===== config.mk =====
export PLATFORM = sky130hd
export DESIGN_NAME = div_ctrl_flat
export DESIGN_NICKNAME = d
export VERILOG_FILES = /design/src/rtl/div_ctrl_pkg.sv /design/src/rtl/div_ctrl_if.sv /design/src/rtl/div_sign_fix.sv /design/src/rtl/div_ctrl.sv /design/src/flat_wrapper.sv
export SDC_FILE = /design/constraint.sdc
export NUM_CORES = 1
export LEC_CHECK = 0
export CAP_MARGIN = 20
export CELL_PAD_IN_SITES_DETAIL_PLACEMENT = 0
export CELL_PAD_IN_SITES_GLOBAL_PLACEMENT = 2
export CORE_ASPECT_RATIO = 1.1
export CORE_UTILIZATION = 29
export CTS_CLUSTER_SIZE = 14
export DETAILED_ROUTE_END_ITERATION = 10
export PLACE_DENSITY_LB_ADDON = 0.25
export SYNTH_ARGS = -nofsm -noshare
export SYNTH_HDL_FRONTEND = slang
export SYNTH_SLANG_ARGS = --single-unit

===== constraint.sdc =====
create_clock -name clk -period 6.8 [get_ports clk]
set_input_delay 1.02 -clock clk [delete_from_list [all_inputs] [get_ports clk]]
set_output_delay 1.02 -clock clk [all_outputs]
set_load 0.1 [all_outputs]

===== src/rtl/div_ctrl_pkg.sv =====
// Shared definitions for the divider sequencer: operand width and FSM state encoding.
package div_ctrl_pkg;
  localparam int DIV_W = 32;

  typedef enum logic [2:0] {
    IDLE  = 3'd0,
    SEND  = 3'd1,
    WAIT  = 3'd2,
    DONE  = 3'd3,
    DRAIN = 3'd4
  } state_e;
endpackage


===== src/rtl/div_ctrl_if.sv =====
// Execute-stage request/result handshake plus the three AXI-stream channels of the divider IP.
interface div_ctrl_if
  import div_ctrl_pkg::*;
#(
  parameter int DW = DIV_W
);
  logic          req_valid;
  logic          req_signed;
  logic [DW-1:0] req_src1;
  logic [DW-1:0] req_src2;
  logic          cancel;
  logic          busy;
  logic          res_valid;
  logic [DW-1:0] res_quo;
  logic [DW-1:0] res_rem;
  logic          res_ack;
  logic          dividend_tvalid;
  logic [DW-1:0] dividend_tdata;
  logic          dividend_tready;
  logic          divisor_tvalid;
  logic [DW-1:0] divisor_tdata;
  logic          divisor_tready;
  logic          dout_tvalid;
  logic [2*DW-1:0] dout_tdata;

  modport slave (
    input  req_valid, req_signed, req_src1, req_src2, cancel, res_ack,
    input  dividend_tready, divisor_tready, dout_tvalid, dout_tdata,
    output busy, res_valid, res_quo, res_rem,
    output dividend_tvalid, dividend_tdata, divisor_tvalid, divisor_tdata
  );

  modport master (
    output req_valid, req_signed, req_src1, req_src2, cancel, res_ack,
    output dividend_tready, divisor_tready, dout_tvalid, dout_tdata,
    input  busy, res_valid, res_quo, res_rem,
    input  dividend_tvalid, dividend_tdata, divisor_tvalid, divisor_tdata
  );
endinterface


===== src/rtl/div_sign_fix.sv =====
// Two's-complement conditional negate: magnitude of a signed operand, or sign restore of a result.
module div_sign_fix #(
  parameter int DW = 32
) (
  input  logic [DW-1:0] x,
  input  logic          neg,
  output logic [DW-1:0] y
);
  assign y = neg ? (~x + DW'(1)) : x;
endmodule


===== src/rtl/div_ctrl.sv =====
// DIV/DIVU sequencer around the unsigned AXI-stream divider IP, with flush draining.
// Optional macro DIV_CTRL_ZERO_BYPASS_EN: divide by zero skips the IP and completes directly.
module div_ctrl
  import div_ctrl_pkg::*;
#(
  parameter int DW = DIV_W
) (
  input logic       clk,
  input logic       reset,
  div_ctrl_if.slave bus
);
  state_e        state_q, state_d;
  logic [DW-1:0] dividend_q, dividend_d;
  logic [DW-1:0] divisor_q, divisor_d;
  logic          q_neg_q, q_neg_d;
  logic          r_neg_q, r_neg_d;
  logic          dividend_sent_q, dividend_sent_d;
  logic          divisor_sent_q, divisor_sent_d;
  logic [DW-1:0] quo_q, quo_d;
  logic [DW-1:0] rem_q, rem_d;
  logic          busy_q, busy_d;
  logic          res_valid_q, res_valid_d;
  logic          dividend_tvalid_q, dividend_tvalid_d;
  logic          divisor_tvalid_q, divisor_tvalid_d;

  logic [DW-1:0] src1_mag, src2_mag, quo_fix, rem_fix;
  logic          src1_neg, src2_neg;
  logic          dividend_done, divisor_done;

  assign src1_neg = bus.req_signed & bus.req_src1[DW-1];
  assign src2_neg = bus.req_signed & bus.req_src2[DW-1];

  div_sign_fix #(.DW(DW)) u_fix_src1 (.x(bus.req_src1), .neg(src1_neg), .y(src1_mag));
  div_sign_fix #(.DW(DW)) u_fix_src2 (.x(bus.req_src2), .neg(src2_neg), .y(src2_mag));
  div_sign_fix #(.DW(DW)) u_fix_quo (.x(bus.dout_tdata[2*DW-1:DW]), .neg(q_neg_q), .y(quo_fix));
  div_sign_fix #(.DW(DW)) u_fix_rem (.x(bus.dout_tdata[DW-1:0]), .neg(r_neg_q), .y(rem_fix));

  // A channel counts as delivered if it was accepted earlier or is being accepted now.
  assign dividend_done = dividend_sent_q | (dividend_tvalid_q & bus.dividend_tready);
  assign divisor_done  = divisor_sent_q  | (divisor_tvalid_q  & bus.divisor_tready);

  // Next-state, operand capture, result correction and registered-output decode.
  always_comb begin
    state_d         = state_q;
    dividend_d      = dividend_q;
    divisor_d       = divisor_q;
    q_neg_d         = q_neg_q;
    r_neg_d         = r_neg_q;
    dividend_sent_d = dividend_sent_q;
    divisor_sent_d  = divisor_sent_q;
    quo_d           = quo_q;
    rem_d           = rem_q;
    case (state_q)
      IDLE: begin
        if (bus.req_valid && !bus.cancel) begin
          dividend_d      = src1_mag;
          divisor_d       = src2_mag;
          q_neg_d         = bus.req_signed & (bus.req_src1[DW-1] ^ bus.req_src2[DW-1]);
          r_neg_d         = src1_neg;
          dividend_sent_d = 1'b0;
          divisor_sent_d  = 1'b0;
`ifdef DIV_CTRL_ZERO_BYPASS_EN
          if (bus.req_src2 == '0) begin
            quo_d   = '1;
            rem_d   = bus.req_src1;
            state_d = DONE;
          end else begin
            state_d = SEND;
          end
`else
          state_d = SEND;
`endif
        end else begin
          state_d = IDLE;
        end
      end
      SEND: begin
        dividend_sent_d = dividend_done;
        divisor_sent_d  = divisor_done;
        // Once the IP holds any operand it will eventually produce a result that must be drained.
        if (bus.cancel) begin
          if (!dividend_done && !divisor_done) begin
            state_d = IDLE;
          end else begin
            state_d = DRAIN;
          end
        end else if (dividend_done && divisor_done) begin
          state_d = WAIT;
        end else begin
          state_d = SEND;
        end
      end
      WAIT: begin
        if (bus.cancel) begin
          state_d = bus.dout_tvalid ? IDLE : DRAIN;
        end else if (bus.dout_tvalid) begin
          quo_d   = quo_fix;
          rem_d   = rem_fix;
          state_d = DONE;
        end else begin
          state_d = WAIT;
        end
      end
      DONE: begin
        if (bus.cancel || bus.res_ack) begin
          state_d = IDLE;
        end else begin
          state_d = DONE;
        end
      end
      DRAIN: begin
        dividend_sent_d = dividend_done;
        divisor_sent_d  = divisor_done;
        if (dividend_sent_q && divisor_sent_q && bus.dout_tvalid) begin
          state_d = IDLE;
        end else begin
          state_d = DRAIN;
        end
      end
      default: begin
        state_d = IDLE;
      end
    endcase

    if (state_d == IDLE) begin
      dividend_sent_d = 1'b0;
      divisor_sent_d  = 1'b0;
    end else begin
      dividend_sent_d = dividend_sent_d;
    end

    busy_d            = (state_d != IDLE);
    res_valid_d       = (state_d == DONE);
    dividend_tvalid_d = ((state_d == SEND) || (state_d == DRAIN)) && !dividend_sent_d;
    divisor_tvalid_d  = ((state_d == SEND) || (state_d == DRAIN)) && !divisor_sent_d;
  end

  // State, operand, result and output registers.
  always_ff @(posedge clk or posedge reset) begin
    if (reset) begin
      state_q           <= IDLE;
      dividend_q        <= '0;
      divisor_q         <= '0;
      q_neg_q           <= 1'b0;
      r_neg_q           <= 1'b0;
      dividend_sent_q   <= 1'b0;
      divisor_sent_q    <= 1'b0;
      quo_q             <= '0;
      rem_q             <= '0;
      busy_q            <= 1'b0;
      res_valid_q       <= 1'b0;
      dividend_tvalid_q <= 1'b0;
      divisor_tvalid_q  <= 1'b0;
    end else begin
      state_q           <= state_d;
      dividend_q        <= dividend_d;
      divisor_q         <= divisor_d;
      q_neg_q           <= q_neg_d;
      r_neg_q           <= r_neg_d;
      dividend_sent_q   <= dividend_sent_d;
      divisor_sent_q    <= divisor_sent_d;
      quo_q             <= quo_d;
      rem_q             <= rem_d;
      busy_q            <= busy_d;
      res_valid_q       <= res_valid_d;
      dividend_tvalid_q <= dividend_tvalid_d;
      divisor_tvalid_q  <= divisor_tvalid_d;
    end
  end

  assign bus.busy            = busy_q;
  assign bus.res_valid       = res_valid_q;
  assign bus.res_quo         = quo_q;
  assign bus.res_rem         = rem_q;
  assign bus.dividend_tvalid = dividend_tvalid_q;
  assign bus.dividend_tdata  = dividend_q;
  assign bus.divisor_tvalid  = divisor_tvalid_q;
  assign bus.divisor_tdata   = divisor_q;
endmodule


===== src/flat_wrapper.sv =====
// flat-port wrapper written by rule: the top's interface ports become plain ports
module div_ctrl_flat import div_ctrl_pkg::*;
#(
  parameter int DW = DIV_W
)
  (clk, reset, bus_req_valid, bus_req_signed, bus_req_src1, bus_req_src2, bus_cancel, bus_res_ack, bus_dividend_tready, bus_divisor_tready, bus_dout_tvalid, bus_dout_tdata, bus_busy, bus_res_valid, bus_res_quo, bus_res_rem, bus_dividend_tvalid, bus_dividend_tdata, bus_divisor_tvalid, bus_divisor_tdata);
  div_ctrl_if #(.DW(DW)) bus_i ();
  input logic clk;
  input logic reset;
  input wire logic [$bits(bus_i.req_valid)-1:0] bus_req_valid;
  input wire logic [$bits(bus_i.req_signed)-1:0] bus_req_signed;
  input wire logic [$bits(bus_i.req_src1)-1:0] bus_req_src1;
  input wire logic [$bits(bus_i.req_src2)-1:0] bus_req_src2;
  input wire logic [$bits(bus_i.cancel)-1:0] bus_cancel;
  input wire logic [$bits(bus_i.res_ack)-1:0] bus_res_ack;
  input wire logic [$bits(bus_i.dividend_tready)-1:0] bus_dividend_tready;
  input wire logic [$bits(bus_i.divisor_tready)-1:0] bus_divisor_tready;
  input wire logic [$bits(bus_i.dout_tvalid)-1:0] bus_dout_tvalid;
  input wire logic [$bits(bus_i.dout_tdata)-1:0] bus_dout_tdata;
  output wire logic [$bits(bus_i.busy)-1:0] bus_busy;
  output wire logic [$bits(bus_i.res_valid)-1:0] bus_res_valid;
  output wire logic [$bits(bus_i.res_quo)-1:0] bus_res_quo;
  output wire logic [$bits(bus_i.res_rem)-1:0] bus_res_rem;
  output wire logic [$bits(bus_i.dividend_tvalid)-1:0] bus_dividend_tvalid;
  output wire logic [$bits(bus_i.dividend_tdata)-1:0] bus_dividend_tdata;
  output wire logic [$bits(bus_i.divisor_tvalid)-1:0] bus_divisor_tvalid;
  output wire logic [$bits(bus_i.divisor_tdata)-1:0] bus_divisor_tdata;
  assign bus_i.req_valid = bus_req_valid;
  assign bus_i.req_signed = bus_req_signed;
  assign bus_i.req_src1 = bus_req_src1;
  assign bus_i.req_src2 = bus_req_src2;
  assign bus_i.cancel = bus_cancel;
  assign bus_i.res_ack = bus_res_ack;
  assign bus_i.dividend_tready = bus_dividend_tready;
  assign bus_i.divisor_tready = bus_divisor_tready;
  assign bus_i.dout_tvalid = bus_dout_tvalid;
  assign bus_i.dout_tdata = bus_dout_tdata;
  assign bus_busy = bus_i.busy;
  assign bus_res_valid = bus_i.res_valid;
  assign bus_res_quo = bus_i.res_quo;
  assign bus_res_rem = bus_i.res_rem;
  assign bus_dividend_tvalid = bus_i.dividend_tvalid;
  assign bus_dividend_tdata = bus_i.dividend_tdata;
  assign bus_divisor_tvalid = bus_i.divisor_tvalid;
  assign bus_divisor_tdata = bus_i.divisor_tdata;
  div_ctrl #(.DW(DW)) u_core (.clk(clk), .reset(reset), .bus(bus_i));
endmodule

## Word level (Yosys, flattened, before mapping)

Cells that the tools add are included.

| storage, ports and cells | value |
|---|---|
| register bits after elaboration | 139 |
| input port bits | 137 |
| output and inout port bits | 132 |
| word-level logic and storage cells | 77 |

| operators by class | value |
|---|---|
| add/sub/neg operators | 4 |
| equality and inequality tests | 7 |
| mux-type cells | 20 |
| bitwise gates (word level) | 13 |
| reduce and logical (&&, ||, !) cells | 20 |

Operators with widths:

| cell | number |
|---|---|
| adder 32 x 1 -> 32 bit (second input constant) | 4 |
| 2-to-1 mux 32 bit | 4 |
| NOT 32 bit | 4 |
| 2-to-1 mux 3 bit | 5 |
| case mux 3 bit (5 select lines) | 1 |
| == test 3 x 2 -> 1 bit (second input constant) | 3 |
| logical AND 1 bit | 7 |
| == test 3 x 1 -> 1 bit (second input constant) | 2 |
| == test 3 bit (second input constant) | 2 |
| zero test 3 bit | 2 |
| 2-to-1 mux 1 bit | 6 |
| AND 1 bit | 5 |
| zero test 1 bit | 5 |
| 2-to-1 mux 2 bit | 2 |
| case mux 1 bit (2 select lines) | 2 |
| AND reduction 3 bit | 1 |
| nonzero test 3 bit | 1 |
| logical OR 1 bit | 2 |
| OR 1 bit | 2 |
| AND reduction 2 bit | 1 |
| OR reduction 2 bit | 1 |
| NOT 1 bit | 1 |
| XOR 1 bit | 1 |

## Longest topological paths before layout

| depth | value |
|---|---|
| depth after elaboration | 11 |
| depth in mapped cells | 8 |
| depth with buffers taken out | 7 |

## By module

A second synthesis with hierarchy kept.

| second synthesis, totals | value |
|---|---|
| cell total of the unflattened synthesis | 724 |
| area total of the unflattened synthesis | 8743.4 µm² |

By module, submodules not included:

| module | times used | cells each | area an instance (µm²) | sequential area each (µm²) |
|---|---|---|---|---|
| div_ctrl | 1 | 328 | 5635.4 | 3478.3 |
| div_sign_fix | 4 | 99 | 777.0 | 0.0 |

## Worst setup path before layout

No wires, ideal clock.

| timing | value |
|---|---|
| path kind | input to register |
| start point | in bus_dout_tdata[32] |
| end point | reg u_core.quo_q[22] (netlist: u_core.bus.res_quo[22]) |
| library setup time | 0.131 ns |
| arrival time | 2.798 ns |
| data required time | 6.669 ns |
| setup slack | 3.871 ns |
| stages on the path | 8 |
| buffers on the path | 1 |
| cell sequence | inv_1 ha_1 or3b_1 or4_1 buf_2 o41ai_2 xor2_1 o21ai_1 |

| on the way | value |
|---|---|
| cells in the longest elaborated chain, start to end | 3 |

Ends and longest elaborated chain:

| item | line | RTL |
|---|---|---|
| start, declared | flat_wrapper.sv:19 | `input wire logic [$bits(bus_i.dout_tdata)-1:0] bus_dout_tdata;` |
| NOT 32 bit | div_sign_fix.sv:9 | `assign y = neg ? (~x + DW'(1)) : x;` |
| adder 32 x 1 -> 32 bit | div_sign_fix.sv:9 |  |
| 2-to-1 mux 32 bit | div_sign_fix.sv:9 |  |
| end signal, assigned | div_ctrl.sv:162 | `quo_q <= quo_d;` |
| end, declared | div_ctrl.sv:19 | `logic [DW-1:0] quo_q, quo_d;` |

Every way passes these cells.
A chain may end at the register's enable or synchronous reset.

## Worst setup path in the final report

Same ends and word-level chain as after synthesis.

==> impl_metrics.yaml <==
outcome:
  status: "completed"
finish:
  diodes: 0
  area_growth_pct: 44.7
  drive_gt1_frac: 0.0490
  final_cells: 1501
  nNetsFinal: 1272
placement:
  placed_cells: 1469
  dp_hpwl_um: 17300
  routabilityCongestion: 0.746
  io_buffers: 268
critical_path:
  slowest_delay_ns: 0.76
  cp_max_fo: 10
  rr_worst_depth: 5
  worstPathCellList: "clkdlybuf4s50_1, inv_1, ha_1, or3b_1, or4_1, o41ai_2, xor2_1, o21ai_1"
  endpoint_kind: "register"
  critical_path.top_delay_family: "simple AND/OR/NAND/NOR gates"
  cp_slowest_cell: "or4_1"
  crit_required_ns: 7.10
  cp.arrival_ns: 3.54
  crit_cells: 8
  cp-start-kind: "input pin"
  path_class: "input pin to register"
  critPathBufInv: 2
route:
  drt_wl_total_um: 24100
  drt_iter0_markers: 339
  postRouteAntennaNets: 0
  vias: 7337
  vias_per_cell: 4.89
  wire_per_inst_um: 16.1
  drc_errors: 0
  first_pass_iters: 4
sta:
  setup_violations: 0
  rsz0062_at_grt: "no"
  fin_setup_tns_ns: 0
  layout_min_cycle_time_ns: 3.24
  tightest_slew_ns: 1.08
  slew_violations: 0
  clock.fmax_mhz: 308
  slew-limit-headroom: 0.276
  hold_viol_final: 0
  finalClockSkew_ns: 0.0160
  period_share: 0.477
cts:
  clk_pin_slew_ns: 0.07
  cts_setup_buffers: 0
  post_cts_resized: 0
  cts_root_buffer: "clkbuf_16"
  clkSinkCount: 139
  cts_hold_buffers: 0
  htreeDepth: 4
  cts_tree: "yes"
  cts_buffer_depth: 2
  cts_buffers: 17
  clk-insertion-delay-late_ns: 0.42
yosys:
  yosys.area_share.simple: 0.196
  synth.net_count: 1030
  yosysWarnings: 0
  ys_ff_latch: 139
  synth_top_area_frac: 0.438
  synth_area_um2: 7930
  synthCells: 889
  ys_types: 58
  synthAdderAreaFrac: 0.00631
  syn_area_per_cell_um2: 8.92
  synth.area.top_cells: "dfrtp_1 (44%), o21ai_0 (8.1%), xor2_1 (8.1%)"
  synthFlopType: "dfrtp_1"
  synth.area.mux_share: 0.0117
  yosys.area.top_type: "dfrtp_1"
  seq_area_frac_synth: 0.438
  synth-compound-area-share: 0.190
  synth_top_family_by_area: "simple AND/OR/NAND/NOR gates"
  async_flop_share: 1.00
  synth_xor_area_frac: 0.123
  synth-edff-count: 0
pwr:
  power_density_nw_per_um2: 470
  clkPwrFrac: 0.165
  irDropWorstVdd_uv: 361
  internal_power_w: 0.00233
  swShare: 0.567
  cellLeakagePower_nw: 4.41
  combPwrFrac: 0.598
  switching_power_w: 0.00306
  pwr-share-seq: 0.237
hold_path:
  whs_path_depth: 2
  hold_path.class: "register to register"
die:
  die_area_um2: 28000
  die_w_um: 160
  die_h_um: 175
  initial_utilization: 0.295
  coreArea_um2: 26900
  io_pins: 269
  rows: 63
global_route:
  grt_usage: 0.175
  grt_pass1_wl_um: 39100
  grt_antenna_before_repair: 3
  grt_pass1_vias: 7270
  grt_max_degree: 88
  grt-ovfl-total: 0
run:
  cap_viol_max_count: 0
per-stage QoR:
stage | instance area [µm²] | hold slack, ns | setup WS, ns | util | total power [W]
2_1_floorplan | 7930 | 0.541 | 2.06 | - | 0.00370
6_report | 11500 | 0.474 | 3.56 | 0.427 | 0.00540
4_1_cts | 11500 | 0.484 | 3.57 | 0.427 | 0.00545
3_3_place_gp | 10900 | 0.460 | 3.14 | 0.406 | 0.00454
5_1_grt | 11500 | 0.503 | 3.44 | 0.427 | 0.00565
3_5_place_dp | 10900 | 0.469 | 3.12 | 0.406 | 0.00454
routing by layer:
| layer | global-route usage | vias up | part of all wire |
|---|---|---|---|
| li1 | - | 3691 | - |
| met1 | 0.228 | 3410 | 0.46 |
| met2 | 0.278 | 208 | 0.45 |
| met3 | 0.0581 | 22 | 0.079 |
| met4 | 0.0457 | 6 | 0.010 |
| met5 | 0 | - | 0.0019 |
cell families after synthesis:
kind of cell	count (synthesis)
buf+inv	70
flops	139
compound gates	246
fa+ha+maj	4
simple gates	310
xor+xnor	111
mux	9
worst paths after layout:
check | startpoint | slack, ns | endpoint
setup / recovery | bus_dout_tdata[32] | 3.56 | u_core.bus.res_quo[22]
hold / removal | u_core.bus.dividend_tdata[5] | 0.47 | u_core.bus.dividend_tdata[5]
setup reg to reg | u_core.state_q[2] | 4.41 | u_core.bus.res_quo[31]
hold reg to reg | u_core.bus.dividend_tdata[5] | 0.47 | u_core.bus.dividend_tdata[5]
max in group asynchronous | reset | 4.29 | u_core.state_q[1]
min in group asynchronous | reset | 1.13 | u_core.bus.dividend_tdata[14]
worst min-delay path: stages, from the launching register on:
cell,delay [ns]
dfrtp_1,0.34
nand2_1,0.04
o21ai_0,0.05
Yosys cell counts, types with 14 or more instances:
master,number
o31ai_1,27
o41ai_1,17
nor3_1,20
nor4_1,17
nand2_1,147
o21ai_0,128
dfrtp_1,139
or4_1,18
xor2_1,73
a31oi_1,19
inv_1,17
clkbuf_1,45
xnor2_1,38
nor2_1,33
o21ai_1,14
nand3_1,14
a21oi_1,16
final cells by class:
type                            instances  area (µm²)
Clock buffer                           18         439
Clock inverter                         14         113
Fill cell                            2704       15400
Inverter                               17        68.8
Multi-Input combinational cell        680        4190
Sequential cell                       139        3480
Tap cell                              357         447
Timing Repair Buffer                  276        2740
flip-flops by register name (all words and copies together) (netlist names):
signal / cells
u_core.bus.busy: 1
u_core.bus.dividend_tdata: 32
u_core.bus.dividend_tvalid: 1
u_core.bus.divisor_tdata: 32
u_core.bus.divisor_tvalid: 1
u_core.bus.res_quo: 32
u_core.bus.res_rem: 32
u_core.bus.res_valid: 1
u_core.dividend_sent_q: 1
u_core.divisor_sent_q: 1
u_core.q_neg_q: 1
u_core.r_neg_q: 1
u_core.state_q: 3
cell usage in the layout, fill, tap and decap left out, types with 3 or more instances in the layout:
cell type,synthesis,final
a21oi_1,16,16
a31oi_1,19,19
a41oi_1,4,4
and2_1,6,6
buf_4,0,8
clkbuf_16,0,17
clkdlybuf4s50_1,0,268
clkinv_4,0,3
clkinvlp_4,0,5
dfrtp_1,139,139
ha_1,4,4
inv_1,17,16
inv_6,0,6
mux2i_1,7,7
nand2_1,147,147
nand3_1,14,14
nand3b_1,3,3
nand4_1,11,11
nor2_1,33,33
nor2b_1,5,5
nor3_1,20,20
nor3b_1,4,4
nor4_1,17,16
nor4_2,3,4
o21ai_0,128,128
o21ai_1,14,14
o31ai_1,27,27
o41ai_1,17,17
or3_1,12,12
or4_1,18,18
xnor2_1,38,38
xor2_1,73,73
power by group through the flow:
| stage | clock [W] | combinational, W | sequential, W |
|---|---|---|---|
| 2_1_floorplan | 0 | 0.000550 | 0.00315 |
| 3_3_place_gp | 0 | 0.00324 | 0.00129 |
| 3_5_place_dp | 0 | 0.00325 | 0.00129 |
| 4_1_cts | 0.000916 | 0.00325 | 0.00128 |
| 5_1_grt | 0.000953 | 0.00338 | 0.00132 |
| 6_report | 0.000893 | 0.00322 | 0.00128 |
Power figures use the tool's default switching activity.
